--- src/rtl/mem_access_unit.sv ---
// -----------------------------------------------------------------------------
// mem_access_unit
//
// Sequences single-word reads from an external memory on behalf of the
// control unit. A fetch request (saveOpcode) or a data read request (saveMem)
// is captured in IDLE along with the address chosen by addrSel. The unit then
// holds memReq high until the memory strobes memAck, which writes memRdata
// into the requested register. If the memory never answers, the unit parks in
// a terminal error state. Only reset can clear that state.
//
// Ports
//   clk         system clock, rising edge
//   rst         asynchronous, active-high reset
//   addrSel     address source: 00 pc, 01 regA, 10 aluOut, 11 reserved (0)
//   pc          candidate address (program counter)
//   regA        candidate address (register A)
//   aluOut      candidate address (ALU result)
//   saveOpcode  request: read into the instruction register (has priority)
//   saveMem     request: read into the value register
//   memRdata    read data, valid only while memAck is high
//   memAck      read-complete strobe from the memory
//   memReq      read request to the memory
//   memAddrOut  read address, forced to 0 whenever memReq is low
//   opcode      instruction register
//   memValue    value register
//   stall       freezes the control unit state while high
//   busErr      sticky bus-timeout flag
//
// Parameters
//   TIMEOUT     WAIT cycles without memAck before entering ERROR (1..15)
// -----------------------------------------------------------------------------
module mem_access_unit #(
  parameter int TIMEOUT = 15
) (
  input  logic        clk,
  input  logic        rst,
  input  logic [1:0]  addrSel,
  input  logic [15:0] pc,
  input  logic [15:0] regA,
  input  logic [15:0] aluOut,
  input  logic        saveOpcode,
  input  logic        saveMem,
  input  logic [15:0] memRdata,
  input  logic        memAck,
  output logic        memReq,
  output logic [15:0] memAddrOut,
  output logic [15:0] opcode,
  output logic [15:0] memValue,
  output logic        stall,
  output logic        busErr
);

  typedef enum logic [1:0] {
    ST_IDLE  = 2'd0,
    ST_WAIT  = 2'd1,
    ST_DONE  = 2'd2,
    ST_ERROR = 2'd3
  } state_t;

  localparam logic [3:0] LP_TIMEOUT = 4'(TIMEOUT);

  state_t      r_state;
  state_t      w_next_state;
  logic [15:0] r_addr;
  logic        r_tgt_opcode;   // 1: target is opcode, 0: target is memValue
  logic [3:0]  r_tmo_cnt;
  logic [15:0] r_opcode;
  logic [15:0] r_mem_value;

  logic [15:0] w_sel_addr;
  logic        w_req;
  logic        w_capture;
  logic        w_ack_write;
  logic [3:0]  w_tmo_next;

  assign w_req       = saveOpcode | saveMem;
  assign w_capture   = (r_state == ST_IDLE) && w_req;
  // memAck outside WAIT is deliberately ignored: no access is outstanding.
  assign w_ack_write = (r_state == ST_WAIT) && memAck;
  assign w_tmo_next  = r_tmo_cnt + 4'd1;

  always_comb begin
    unique case (addrSel)
      2'b00:   w_sel_addr = pc;
      2'b01:   w_sel_addr = regA;
      2'b10:   w_sel_addr = aluOut;
      default: w_sel_addr = 16'h0000;
    endcase
  end

  // NOTE: sequential state uses non-blocking assignments so every register
  // samples pre-edge values; blocking here would create order-dependent races.
  always_ff @(posedge clk or posedge rst) begin
    if (rst) begin
      r_state <= ST_IDLE;
    end else begin
      r_state <= w_next_state;
    end
  end

  // NOTE: every output of this block gets a default before the case, so no
  // path leaves a signal unassigned and no latch is inferred.
  always_comb begin
    w_next_state = r_state;
    memReq       = 1'b0;
    stall        = 1'b0;
    busErr       = 1'b0;
    unique case (r_state)
      ST_IDLE: begin
        // Stall must rise in the request cycle itself so the control unit
        // does not advance past the instruction that asked for memory.
        if (w_req) begin
          stall        = 1'b1;
          w_next_state = ST_WAIT;
        end
      end
      ST_WAIT: begin
        memReq = 1'b1;
        stall  = 1'b1;
        // An ack in the last allowed cycle still wins over the timeout.
        if (memAck) begin
          w_next_state = ST_DONE;
        end else if (w_tmo_next == LP_TIMEOUT) begin
          w_next_state = ST_ERROR;
        end
      end
      ST_DONE: begin
        // The request inputs still show the access just served; skip them.
        w_next_state = ST_IDLE;
      end
      ST_ERROR: begin
        stall  = 1'b1;
        busErr = 1'b1;
      end
      default: begin
        w_next_state = ST_IDLE;
      end
    endcase
  end

  // Address, target, timeout counter and the two data registers.
  always_ff @(posedge clk or posedge rst) begin
    if (rst) begin
      r_addr       <= 16'h0000;
      r_tgt_opcode <= 1'b0;
      r_tmo_cnt    <= 4'd0;
      r_opcode     <= 16'h0000;
      r_mem_value  <= 16'h0000;
    end else begin
      if (w_capture) begin
        // Address is frozen here; later changes on pc/regA/aluOut/addrSel
        // cannot disturb the access in flight.
        r_addr       <= w_sel_addr;
        r_tgt_opcode <= saveOpcode;
        r_tmo_cnt    <= 4'd0;
      end
      if (r_state == ST_WAIT) begin
        if (memAck) begin
          r_tmo_cnt <= 4'd0;
        end else begin
          r_tmo_cnt <= w_tmo_next;
        end
      end
      if (w_ack_write) begin
        if (r_tgt_opcode) begin
          r_opcode <= memRdata;
        end else begin
          r_mem_value <= memRdata;
        end
      end
    end
  end

  assign memAddrOut = memReq ? r_addr : 16'h0000;
  assign opcode     = r_opcode;
  assign memValue   = r_mem_value;

endmodule

--- config.mk ---
export PLATFORM = sky130hd
export DESIGN_NAME = mem_access_unit
export DESIGN_NICKNAME = d
export VERILOG_FILES = /design/src/rtl/mem_access_unit.sv
export SDC_FILE = /design/constraint.sdc
export NUM_CORES = 1
export LEC_CHECK = 0
export CORE_ASPECT_RATIO = 1.2
export CORE_MARGIN = 1
export CORE_UTILIZATION = 45
export DETAILED_ROUTE_END_ITERATION = 12
export GPL_TIMING_DRIVEN = 0
export HOLD_SLACK_MARGIN = 0.15
export PLACE_DENSITY = 0.93
export SLEW_MARGIN = 25
export SYNTH_ARGS = -nofsm -noshare
export SYNTH_HDL_FRONTEND = slang
export SYNTH_SLANG_ARGS = --single-unit
--- constraint.sdc ---
create_clock -name clk -period 2.95 [get_ports clk]
set_input_delay 0.59 -clock clk [delete_from_list [all_inputs] [get_ports clk]]
set_output_delay 0.59 -clock clk [all_outputs]
set_load 0.01 [all_outputs]
==> flow_metrics.py <==
metrics = {
    "global_routing": {
        "antenna_found_initial": 0,
        "grt_pass1_vias": 2205,
        "grt_pass1_wl_um": 9420,
        "overflow": 0,
        "grt.total_usage_pct": 19.3,
        "grt_max_degree": 56,
    },
    "synth": {
        "synth_nets": 305,
        "synth_edf_count": 0,
        "yosysUniqueCellTypes": 34,
        "synth_area_leaders": "dfrtp_1, mux2_2, a21oi_1, mux2i_1, mux2_4",
        "yosys.area.top_type_share_pct": 52.0,
        "avgSynthCellArea_um2": 11.4,
        "ys_top_cells_by_count": "dfrtp_1, nor2_1, a21oi_1",
        "ys_seq_area_share_pct": 52.0,
        "yosys_warnings": 0,
        "ys.flop_type": "dfrtp_1",
        "yosysTopAreaCell": "dfrtp_1",
        "netlist_area_um2": 2650,
        "syn_inst": 232,
        "postSynthRegisterBits": 55,
        "synthArstFlopShare_pct": 100,
        "post-synth-top-count-cell": "dfrtp_1",
    },
    "sta": {
        "worst_slew_pin_slew_ps": 652,
        "max_freq_ghz": 0.365,
        "hold_violations": 0,
        "timing.final.crit_share_pct": 92.8,
        "fin_tns_setup_ps": 0,
        "fin_skew_ps": 5.36,
        "rsz0062_at_grt": "false",
        "maxSlewHeadroom_pct": 56.5,
        "maxSlewViolCount": 0,
        "finalSetupViolations": 0,
        "min_period_ps": 2740,
    },
    "layout": {
        "drive_gt1_share_pct": 14.8,
        "final_area_um2": 4040,
        "fin_nets": 431,
        "area_growth_pct": 52.4,
        "final_cell_count_no_fill": 439,
        "diodes": 0,
    },
    "clock_network": {
        "cts-resized-gates": 0,
        "hold_buffers": 0,
        "clock_path_buffers": 2,
        "cts.sinks": 55,
        "numCtsBuffers": 5,
        "cts_root_buffer": "clkbuf_8",
        "clk_pin_slew_ps": 100,
        "cts_tree": "done",
        "htree_levels": 2,
        "post-cts-setup-buffer-count": 0,
        "insertion_delay_ps": 310,
    },
    "die": {
        "die_h_um": 86.0,
        "placement_rows": 30,
        "pin_count": 122,
        "start_util_pct": 46.7,
        "die_w_um": 72.0,
        "core-area_um2": 5670,
        "dieArea_um2": 6200,
    },
    "critical_path": {
        "worstSetupEndpointType": "primary output",
        "critical_path_class": "in2out",
        "crit_fanout": 5,
        "crit_arrival_ps": 2150,
        "worstPathRequired_ps": 2360,
        "worstSetupStartpointType": "input port",
    },
    "place": {
        "place.port_buffers": 119,
        "post-dp-hpwl_um": 4510,
        "post_dp_cell_area_um2": 3940,
        "placedCellCount": 431,
        "gp_congestion": 0.752,
    },
    "power_and_ir_drop": {
        "pwr-share-clk_pct": 11.8,
        "power_mw": 3.63,
        "leakage_nw": 1.73,
        "pwr-share-seq_pct": 37.0,
        "comb_power_share_pct": 51.2,
        "switchingPower_mw": 1.18,
        "ir_worst_vdd_uv": 313,
        "pwr_density_cell_nw_per_um2": 899,
        "internal_power_mw": 2.45,
        "p_sw_share_pct": 32.5,
    },
    "detailed_routing": {
        "post_drt_wl_per_cell_um": 12.8,
        "detail-route-antenna-nets": 0,
        "drc": 0,
        "vias": 2155,
        "vias_per_cell": 4.91,
        "drtIter0Drc": 42,
        "first_pass_iters": 4,
        "wirelength_um": 5610,
    },
    "status": {
        "status": "finished clean",
    },
    "worst_hold_path": {
        "hold_path.class": "reg2reg",
    },
    "run": {
        "cap_violations": 0,
    },
}
==> power by group through the flow <==
stage / combinational (mW) / clock (mW) / sequential, mW
after detailed placement: 1.87 / 0 / 1.36
after CTS: 1.88 / 0.441 / 1.34
final: 1.86 / 0.427 / 1.34
after global placement: 1.83 / 0 / 1.33
after global routing: 2.01 / 0.471 / 1.39
after floorplan: 0.834 / 0 / 1.43
==> metal layers <==
metal	track usage, %	vias up	part of all wire (%)
met5	0	-	0
met4	6.60	0	1.7
met3	4.58	9	7.0
met2	38.0	97	56
met1	19.5	1005	36
li1	-	1044	-
==> critical path, stage by stage <==
cell,delay [ps]
clkdlybuf4s50_1,510
nor3_1,60
or2_2,320
nand2b_1,100
clkdlybuf4s50_1,560
==> worst paths after layout <==
path / start / to / slack [ps] / depth (start not counted)
worst max-delay path: saveOpcode / stall / 210 / 5
worst min-delay path: opcode[9] / opcode[9] / 510 / 1
worst max register to register: r_state[0] / memValue[1] / 1320 / 5
worst min register to register: opcode[9] / opcode[9] / 510 / 1
max in group asynchronous: rst / r_tmo_cnt[3] / 1780 / 2
min in group asynchronous: rst / opcode[0] / 730 / 2
==> cell families after synthesis <==
| kind of cell | synth area share, % |
|---|---|
| fa+ha+maj | 0.945 |
| compound gates | 9.02 |
| simple gates | 13.4 |
| xor+xnor | 0.331 |
| buf+inv | 3.31 |
| flops | 52.0 |
| mux | 21.1 |
==> sequential cells by signal, indices dropped and copies added, names as in the netlist <==
name	flops
r_tmo_cnt	4
memValue	16
opcode	16
r_tgt_opcode	1
r_addr	16
r_state	2
==> area by class of cell <==
type	instances	area (um^2)
fillers	408	1630
flip-flops and latches	55	1380
repair buffers	119	1190
multi-input cells	162	1180
well taps	80	100
plain buffers	13	80.1
clock buffers	5	68.8
clock inverters	3	26.3
inverters	2	10.0
==> layout by cell type (no fill, tap or decap), types with 2 or more instances in the layout <==
cell type / synthesis / final
clkdlybuf4s50_1: 0 / 119
dfrtp_1: 55 / 55
nor2_1: 34 / 34
a21oi_1: 33 / 33
mux2_2: 22 / 22
and2_1: 18 / 18
mux2i_1: 16 / 16
mux2_4: 10 / 10
clkbuf_8: 0 / 5
buf_2: 4 / 4
nand2_1: 4 / 4
clkbuf_1: 3 / 3
buf_6: 3 / 3
nand2b_1: 3 / 3
buf_1: 2 / 2
nor2b_1: 2 / 2
o21ai_0: 2 / 2
ha_1: 2 / 2
inv_6: 0 / 2
==> through the flow <==
stage / hold WS, ps / util [%] / setup WS [ps]
finish: 512 / 71.2 / 213
global route: 521 / 71.2 / 147
CTS: 515 / 71.2 / 214
detailed placement: 492 / 69.6 / 214
global placement: 485 / 69.5 / 107
floorplan: 487 / - / 1020
Power figures use the tool's default switching activity.
